===== config.mk =====
export PLATFORM = sky130hd
export DESIGN_NAME = systolic_act_feeder
export DESIGN_NICKNAME = d
export VERILOG_FILES = /design/src/rtl/systolic_act_feeder.sv
export SDC_FILE = /design/constraint.sdc
export NUM_CORES = 1
export LEC_CHECK = 0
export ABC_AREA = 1
export CAP_MARGIN = 15
export CORE_ASPECT_RATIO = 2
export CORE_MARGIN = 2
export CORE_UTILIZATION = 45
export DETAILED_ROUTE_END_ITERATION = 12
export PLACE_DENSITY_LB_ADDON = 0.25
export REMOVE_ABC_BUFFERS = 1
export SYNTH_ARGS = -nofsm -noshare
export SYNTH_HDL_FRONTEND = slang
export SYNTH_SLANG_ARGS = --single-unit
export TNS_END_PERCENT = 5

===== constraint.sdc =====
create_clock -name clk -period 2.21 [get_ports clk]
set_input_delay 0.5525 -clock clk [delete_from_list [all_inputs] [get_ports clk]]
set_output_delay 0.5525 -clock clk [all_outputs]
set_load 0.005 [all_outputs]

===== src/rtl/systolic_act_feeder.sv =====
// Activation feeder for a weight-stationary systolic array.
// Skews vector lanes per row and drives the array-wide enable.
//
// Ports:
//   clk, rst_n        clock, async active-low reset
//   start, num_vecs   pass command, vector count latched on accept
//   in_valid/in_ready/in_data  activation vector handshake
//   arr_enable        array-global pipeline enable
//   act_row/act_row_vld  skewed left-edge lanes and real-element flags
//   busy, done        pass in progress, end-of-pass pulse
module systolic_act_feeder #(
  parameter int ARRAY_ROWS   = 4,
  parameter int ARRAY_COLS   = 4,
  parameter int DATA_WIDTH   = 8,
  parameter int SKEW_PER_ROW = 2,
  parameter int CNT_W        = 16
) (
  input  logic                             clk,
  input  logic                             rst_n,
  input  logic                             start,
  input  logic [CNT_W-1:0]                 num_vecs,
  input  logic                             in_valid,
  output logic                             in_ready,
  input  logic [ARRAY_ROWS*DATA_WIDTH-1:0] in_data,
  output logic                             arr_enable,
  output logic [ARRAY_ROWS*DATA_WIDTH-1:0] act_row,
  output logic [ARRAY_ROWS-1:0]            act_row_vld,
  output logic                             busy,
  output logic                             done
);

  localparam int DW = DATA_WIDTH;
  localparam int DRAIN_LEN =
    (ARRAY_ROWS - 1) * SKEW_PER_ROW + 2 * ARRAY_COLS;
  localparam int DRN_W =
    (DRAIN_LEN > 1) ? $clog2(DRAIN_LEN) : 1;

  typedef enum logic [1:0] {
    IDLE,
    STREAM,
    DRAIN
  } state_t;

  state_t           state_q, state_d;
  logic [CNT_W-1:0] vec_cnt_q, vec_cnt_d;
  logic [CNT_W-1:0] num_q, num_d;
  logic [DRN_W-1:0] drn_q, drn_d;
  logic             done_q, done_d;
  logic             xfer;
  logic             last_vec;

  assign last_vec = vec_cnt_q == num_q - CNT_W'(1);

  always_ff @(posedge clk or negedge rst_n) begin
    if (!rst_n) begin
      state_q   <= IDLE;
      vec_cnt_q <= '0;
      num_q     <= '0;
      drn_q     <= '0;
      done_q    <= 1'b0;
    end else begin
      state_q   <= state_d;
      vec_cnt_q <= vec_cnt_d;
      num_q     <= num_d;
      drn_q     <= drn_d;
      done_q    <= done_d;
    end
  end

  always_comb begin
    state_d    = state_q;
    vec_cnt_d  = vec_cnt_q;
    num_d      = num_q;
    drn_d      = drn_q;
    done_d     = 1'b0;
    in_ready   = 1'b0;
    arr_enable = 1'b0;
    xfer       = 1'b0;
    unique case (state_q)
      IDLE: begin
        if (start) begin
          if (num_vecs == '0) begin
            done_d = 1'b1;
          end else begin
            state_d   = STREAM;
            vec_cnt_d = '0;
            num_d     = num_vecs;
          end
        end
      end
      STREAM: begin
        in_ready = 1'b1;
        // A bubble freezes the whole array rather
        // than injecting a zero element.
        xfer       = in_valid;
        arr_enable = in_valid;
        if (in_valid) begin
          vec_cnt_d = vec_cnt_q + CNT_W'(1);
          if (last_vec) begin
            if (DRAIN_LEN == 0) begin
              state_d = IDLE;
              done_d  = 1'b1;
            end else begin
              state_d = DRAIN;
              drn_d   = DRN_W'(DRAIN_LEN - 1);
            end
          end
        end
      end
      DRAIN: begin
        arr_enable = 1'b1;
        if (drn_q == '0) begin
          state_d = IDLE;
          done_d  = 1'b1;
        end else begin
          drn_d = drn_q - DRN_W'(1);
        end
      end
      default: begin
        state_d = IDLE;
      end
    endcase
  end

  assign busy = state_q != IDLE;
  assign done = done_q;

  // Lane 0 feeds PE(0,0) directly; deeper rows
  // see the same gated value after r*SKEW enables.
  assign act_row[DW-1:0] = xfer ? in_data[DW-1:0] : '0;
  assign act_row_vld[0]  = xfer;

  for (genvar r = 1; r < ARRAY_ROWS; r++) begin : g_lane
    localparam int DEP = r * SKEW_PER_ROW;
    logic [DW-1:0] lane_in;
    assign lane_in = xfer ? in_data[r*DW +: DW] : '0;

    if (DEP == 0) begin : g_thru
      assign act_row[r*DW +: DW] = lane_in;
      assign act_row_vld[r]      = xfer;
    end else begin : g_sr
      logic [DW-1:0]  dq [DEP];
      logic [DEP-1:0] vq;

      always_ff @(posedge clk or negedge rst_n) begin
        if (!rst_n) begin
          for (int i = 0; i < DEP; i++) dq[i] <= '0;
          vq <= '0;
        end else if (arr_enable) begin
          dq[0] <= lane_in;
          vq[0] <= xfer;
          for (int i = 1; i < DEP; i++) begin
            dq[i] <= dq[i-1];
            vq[i] <= vq[i-1];
          end
        end
      end

      assign act_row[r*DW +: DW] = dq[DEP-1];
      assign act_row_vld[r]      = vq[DEP-1];
    end
  end

endmodule


Word-level counts from Yosys, hierarchy flattened
Index checks and enable logic that the tools add are counted.
{ "totals": {"regBits": 147} }
{ "classes": {"mux": 25, "n_bitwise": 1, "n_reduce_logical": 10, "addsub": 3, "eq_ne": 9} }
{ "op_table": {"columns": ["op", "count"], "rows": [
  ["2-to-1 mux 16 bit", 3],
  ["2-to-1 mux 8 bit", 4],
  ["one-hot mux 16 bit (2 select lines)", 1],
  ["adder 16 x 1 -> 16 bit (second input constant)", 1],
  ["== test 16 bit", 1],
  ["logical NOT 16 bit", 1],
  ["subtractor 16 x 1 -> 16 bit (second input constant)", 1],
  ["2-to-1 mux 4 bit", 3],
  ["inequality test 2 bit (second input constant)", 6],
  ["2-to-1 mux 2 bit", 5],
  ["one-hot mux 4 bit (2 select lines)", 1],
  ["AND reduction 4 bit", 2],
  ["one-hot mux 2 bit (3 select lines)", 1],
  ["nonzero test 2 bit", 3],
  ["2-to-1 mux 1 bit", 5],
  ["AND reduction 5 bit", 1],
  ["logical NOT 4 bit", 1],
  ["one-hot mux 1 bit (2 select lines)", 2],
  ["subtractor 4 x 1 -> 4 bit (second input constant)", 1],
  ["AND reduction 3 bit", 1],
  ["== test 2 x 1 -> 1 bit (second input constant)", 1],
  ["== test 2 bit (second input constant)", 1],
  ["logical NOT 2 bit", 1],
  ["inverter 1 bit", 1]
]} }

Longest topological paths before layout
Gate-level depths: netlist of run 1.
{ "depth": {"ltp_word": 5, "mapped_depth": 16, "depth_no_buf": 16} }

Worst setup path after synthesis of run 1
Ideal clock, no wire load.
{ "synth_path": {"kind": "flip-flop to output port", "from": "reg state_q[1]", "to": "out act_row_vld[0]", "setup_slack_ns": 0.132, "t_arrival_ns": 1.525, "path_stages_with_launch": 9, "path_buffers": 4, "t_required_ns": 1.657, "cell_sequence": "dfrtp_1 inv_1 ha_1 buf_6 nand2_2 inv_2 buf_2 buf_1 buf_4"} }
{ "synth_between": {"elab_chain_cells": 2} }
{ "synth_rtl": {"columns": ["item", "line", "text"], "rows": [
  ["from (decl)", "44", "state_t state_q, state_d;"],
  ["from (signal assigned)", "62", "state_q <= state_d;"],
  ["== test 2 x 1 -> 1 bit", "79", "unique case (state_q)"],
  ["2-to-1 mux 1 bit", "79", null],
  ["to (decl)", "27", "output logic [ARRAY_ROWS-1:0] act_row_vld,"]
]} }
No other way between the ends.

Worst setup path in the final report of run 1
{ "layout_path": {"from": "reg state_q[1]", "to": "out in_ready"} }
{ "layout_between": {"elab_chain_cells": 2} }
{ "layout_rtl": {"columns": ["item", "line", "text"], "rows": [
  ["== test 2 x 1 -> 1 bit", "79", null],
  ["2-to-1 mux 1 bit", "79", null],
  ["to (decl)", "23", "output logic in_ready,"]
]} }
No other way between the ends.

==> impl_metrics.json, run 1 <==
{
  "period_share_pct": 95.5,
  "finalPower_mw": 11.6,
  "crit_required_ps": 1660,
  "syn_inst": 839,
  "hold_viol_final": 0,
  "cts_max_path_buffers": 2,
  "start_util_pct": 46.2,
  "critPathTopFamily": "buffers and inverters",
  "synth-edff-count": 0,
  "async_flop_share_pct": 100,
  "rows": 63,
  "path_cells": "inv_2 > ha_4 > buf_4 > buf_6 > dlygate4sd2_1",
  "syn_to_final_growth_pct": 25.3,
  "cap_violations": 0,
  "clk_pin_slew_ps": 60,
  "io_pins": 92,
  "ant_nets": 0,
  "routed_wl_mm": 15.5,
  "path_class": "reg2out",
  "fill_cells": 1407,
  "wire_per_inst_um": 13.7,
  "first_pass_iters": 4,
  "crit_path_max_fanout": 8,
  "met3_length_um": 269,
  "avgSynthCellArea_um2": 8.16,
  "critPathCaptureType": "output pin",
  "fin_hold_ws_ps": 37.0,
  "slew_violations": 0,
  "cts_buffers": 17,
  "track_usage_pct": 20.2,
  "insertion_delay_ps": 410,
  "stdcell_area_um2": 8580,
  "min_path_type": "in2async",
  "gp_congestion": 0.928,
  "h-tree-depth": 4,
  "grt_max_degree": 103,
  "yosys.area.top_type": "dfrtp_1",
  "cts.sinks": 141,
  "place_ws_ps": -241,
  "post-route-util_pct": 57.9,
  "hold_buffers": 0,
  "max_slew_margin_pct": 53.6,
  "ir_drop_v": 0.00200,
  "nets": 982,
  "cpPeakStageDelay_ps": 390,
  "route.detailed.drc": 0,
  "status": "complete, no violations",
  "met1Wirelength_mm": 5.77,
  "path_depth": 5,
  "routed.top_layer": "met4",
  "multi_input_area_um2": 2570,
  "leakage_nw": 4.06,
  "core_um2": 14800,
  "placedInstanceArea_um2": 7920,
  "fmax_mhz": 474,
  "seqCellArea_um2": 3530,
  "r2r_cells": 13,
  "skew_ps": 9.53,
  "die-area_um2": 16300,
  "diodes": 0,
  "post_drt_via_cell_ratio": 4.89,
  "drtIter0Drc": 194,
  "setup_viol": 0,
  "yosys_register_bits": 141,
  "synthTopCellsByArea": "dfrtp_1, nand2_1, o21ai_0, inv_1, nand3_1",
  "numPortBuffers": 91,
  "cp.buffers_inverters": 4,
  "synth_seq_area_share_pct": 51.5,
  "grt_pass1_wl_mm": 25.9,
  "yosysTopAreaCellShare_pct": 51.5,
  "setup_tns_ps": 0,
  "grt-ovfl-total": 0,
  "setup_ws_ps": 98.4,
  "tritoncts": "built",
  "synth_area_um2": 6850,
  "die_h_um": 178,
  "drive_gt1_share_pct": 12.1,
  "slowest_stage": "dfrtp_1",
  "synth.most_common_cell": "nand2_1",
  "yosysUniqueCellTypes": 32,
  "instances_no_fill": 1132,
  "first_global_vias": 5569,
  "powerDensity_nw_per_um2": 1350,
  "antenna_found_initial": 0,
  "setup.worst_path.start_class": "flop",
  "fin_crit_ps": 2110,
  "dp_hpwl_mm": 11.1,
  "ys_top_cells_by_count": "nand2_1, dfrtp_1, o21ai_0",
  "worstMarginPinSlew_ps": 696,
  "synthFlopType": "dfrtp_1",
  "ys_warn_count": 0,
  "cp.arrival_ps": 1560,
  "die_x_um": 91.2,
  "clock-root-buffer": "clkbuf_16",
  "wl_met2_mm": 9.10,
  "via_count": 5539,
  "placed_cells": 1097
}
==> what timing repair did <==
item                       4_1_cts  5_1_grt
resized for setup               16       28
pin swaps                        0        2
buffers inserted                 0        3
cloned                           0        0
setup endpoints to repair       12       23
==> per-layer routing <==
metal	vias to the layer above	global-route usage [%]
met4	0	10.7
met5	-	0
li1	2796	-
met3	24	3.25
met2	76	37.4
met1	2643	21.6
==> final cells by class <==
| cell class | instances | share of cell area, % |
|---|---|---|
| Tap cell | 195 | 2.84 |
| Sequential cell | 141 | 41.1 |
| Clock inverter | 13 | 1.91 |
| Inverter | 117 | 5.18 |
| Clock buffer | 19 | 5.16 |
| Multi-Input combinational cell | 519 | 29.9 |
| Timing Repair Buffer | 128 | 13.8 |
==> cell families after synthesis <==
group	after synthesis	share of synthesized area, %
AO/OA/AOI/OAI	143	10.9
buffers and inverters	179	11.8
AND/OR/NAND/NOR	351	22.2
adder cells (fa/ha/maj)	6	1.10
flip-flops	141	51.5
XOR/XNOR	19	2.43
==> registers in the layout (all words and copies together), names as in the netlist <==
name            cells
drn_q               4
vec_cnt_q          16
num_q              16
act_row            24
g_lane.g_sr.dq     72
state_q             2
done                1
g_lane.g_sr.vq      6
==> power breakdown <==
group	switching, mW	total (mW)	leakage, nW	internal [mW]
combinational	2.62	4.43	1.94	1.81
sequential	0.640	4.30	1.83	3.66
clock	1.09	2.90	0.294	1.81
==> layout by cell type (no fill, tap or decap), types with 5 or more instances in the layout <==
master           instances
inv_2                    5
xnor2_1                  7
o21ai_1                  5
clkbuf_2                 8
nand4_1                 14
nand2_1                207
nand2_2                  7
inv_1                  110
clkbuf_16               17
buf_4                   33
xor2_1                  12
o21ai_0                126
nand3_1                 53
o31ai_1                  8
clkdlybuf4s50_1         77
dfrtp_1                140
nor2_1                  40
nor3_1                   8
nor2_2                   9
==> final timing paths <==
check / start / to / slack [ps]
max in group asynchronous: rst_n / act_row[8] / 1530
max reg2reg: num_q[1] / drn_q[3] / 150
min: rst_n / g_lane[2].g_sr.dq[16] / 40
max: state_q[1] / in_ready / 100
min in group clk: g_lane[2].g_sr.dq[17] / g_lane[2].g_sr.dq[9] / 480
min reg2reg: g_lane[2].g_sr.dq[17] / g_lane[2].g_sr.dq[9] / 480
Power figures use the tool's default switching activity.
==> inputs of run 2 (changes only) <==
- CTS_CLUSTER_SIZE: unset -> 28
==> results of run 2 <==
The final DEF is identical to that of run 1; final timing and power are the same.
==> inputs of run 3 (changes only) <==
- PLACE_DENSITY: unset -> 0.74
- PLACE_DENSITY_LB_ADDON: 0.25 -> unset
==> impl_metrics.json, run 3 (synthesis gave the netlist of run 1 again) <==
{
  "setup_ws_ps": 5.21,
  "fill_cells": 1377,
  "setup.worst_path.start_class": "flop",
  "ant_nets": 0,
  "dp_hpwl_mm": 11.3,
  "die_h_um": 178,
  "first_pass_iters": 6,
  "post-route-util_pct": 58.0,
  "via_count": 5585,
  "numPortBuffers": 91,
  "post_drt_via_cell_ratio": 4.93,
  "start_util_pct": 46.2,
  "cp.arrival_ps": 2510,
  "cap_violations": 0,
  "rows": 63,
  "track_usage_pct": 20.8,
  "die_x_um": 91.2,
  "drtIter0Drc": 187,
  "ir_drop_v": 0.00191,
  "wire_per_inst_um": 14.1,
  "drive_gt1_share_pct": 11.5,
  "gp_congestion": 0.958,
  "setup_viol": 0,
  "status": "complete, no violations",
  "leakage_nw": 4.08,
  "io_pins": 92,
  "crit_path_max_fanout": 8,
  "stdcell_area_um2": 8590,
  "cpMostUsedCell": "nand2_1",
  "cts_max_path_buffers": 2,
  "syn_to_final_growth_pct": 25.4,
  "cpPeakStageDelay_ps": 380,
  "skew_ps": 10.1,
  "hold_buffers": 0,
  "max_slew_margin_pct": 53.8,
  "slew_violations": 0,
  "rsz0062_at_grt": "yes",
  "clock-root-buffer": "clkbuf_16",
  "min_path_type": "in2async",
  "tritoncts": "built",
  "critPathCaptureType": "flop",
  "insertion_delay_ps": 420,
  "hold_viol_final": 0,
  "diodes": 0,
  "path_cells": "inv_1 > ha_1 > buf_4 > nand3_1 > nor2_2 > nand3_1 > nand2_1 > nand2_1 > nor2_1 > nand4_1 > nand2_2 > nand2_1 > nand2_1 > nand2_1",
  "powerDensity_nw_per_um2": 1360,
  "first_global_vias": 5603,
  "cts.sinks": 141,
  "grt-ovfl-total": 0,
  "worstMarginPinSlew_ps": 692,
  "finalPower_mw": 11.7,
  "fin_crit_ps": 2200,
  "h-tree-depth": 4,
  "top_register": "g_lane.g_sr.dq",
  "place_ws_ps": -229,
  "clk_pin_slew_ps": 60,
  "path_class": "reg2reg",
  "largest_reg_flops": 72,
  "core_um2": 14800,
  "routed_wl_mm": 16.0,
  "final_common_cell": "nand2_1",
  "grt_max_degree": 103,
  "crit_required_ps": 2510,
  "final_cell_mix": "nand2_1, dfrtp_1, o21ai_0",
  "cts_buffers": 17,
  "grt_pass1_wl_mm": 26.6,
  "period_share_pct": 99.8,
  "placedInstanceArea_um2": 7940,
  "route.detailed.drc": 0,
  "fmax_mhz": 454,
  "nets": 982,
  "antenna_found_initial": 0,
  "die-area_um2": 16300,
  "slowest_stage": "dfrtp_1"
}
## run 3: changes by cell type in the layout (fill, tap and decap cells not counted), sizes merged
cell,previous run,this run
dlymetal6s2s,3,4
inv,120,119
clkdlybuf4s50,77,78
clkbuf,27,23
clkdlybuf4s15,0,1
clkinv,5,6
clkinvlp,2,3
## run 3: metrics by stage
stage	hold WS, ps	std cells	setup TNS, ps
final	93.8	1132	0
after global routing	121	1132	-482
after CTS	101	1131	-742
after detailed placement	469	1098	-16490
after global placement	463	1098	-13810
after floorplan	257	777	-145860
## run 3: worst paths after layout
| kind | from | endpoint | slack, ps | cells after the start |
|---|---|---|---|---|
| worst max-delay path | num_q[0] | state_q[1] | 5 | 14 |
| worst min-delay path | rst_n | num_q[3] | 90 | 1 |
| worst max register to register | num_q[0] | state_q[1] | 5 | 14 |
| worst min register to register | g_lane[2].g_sr.dq[17] | g_lane[2].g_sr.dq[9] | 480 | 2 |
| max in group asynchronous | rst_n | act_row[17] | 1470 | 2 |
| min in group clk | g_lane[2].g_sr.dq[17] | g_lane[2].g_sr.dq[9] | 480 | 2 |
## run 3: layout make-up
| type | count | area [µm²] | area share (%) |
|---|---|---|---|
| flip-flops and latches | 141 | 3530 | 41.1 |
| clock buffers | 18 | 429 | 5.00 |
| inverters | 117 | 442 | 5.14 |
| repair buffers | 128 | 1220 | 14.2 |
| multi-input cells | 519 | 2560 | 29.8 |
| well taps | 195 | 244 | 2.84 |
| clock inverters | 14 | 168 | 1.95 |
## run 3: timing repair
item,in CTS,in global routing
hold endpoints to repair,0,0
gates resized for setup,10,24
setup buffers,1,1
setup endpoints to repair,12,36
## run 3: critical path: cells and delay by family, from the launching register on
family	cells	cell delay, ps
and+or+nand+nor	11	1230
DFF	1	380
buffers and inverters	2	230
adders and majority gates	1	250
## run 3: power by group
| part | internal [mW] | leakage (nW) | switching, mW |
|---|---|---|---|
| combinational | 1.82 | 1.96 | 2.68 |
| sequential | 3.65 | 1.84 | 0.623 |
| clock | 1.77 | 0.286 | 1.10 |
## run 3: per-layer routing
| layer | up-vias | share of wire [%] | GRT usage (%) |
|---|---|---|---|
| met5 | - | 0 | 0 |
| met4 | 0 | 3.5 | 9.79 |
| met3 | 28 | 2.4 | 4.18 |
| met2 | 113 | 57 | 39.1 |
| met1 | 2654 | 38 | 22.1 |
| li1 | 2790 | - | - |
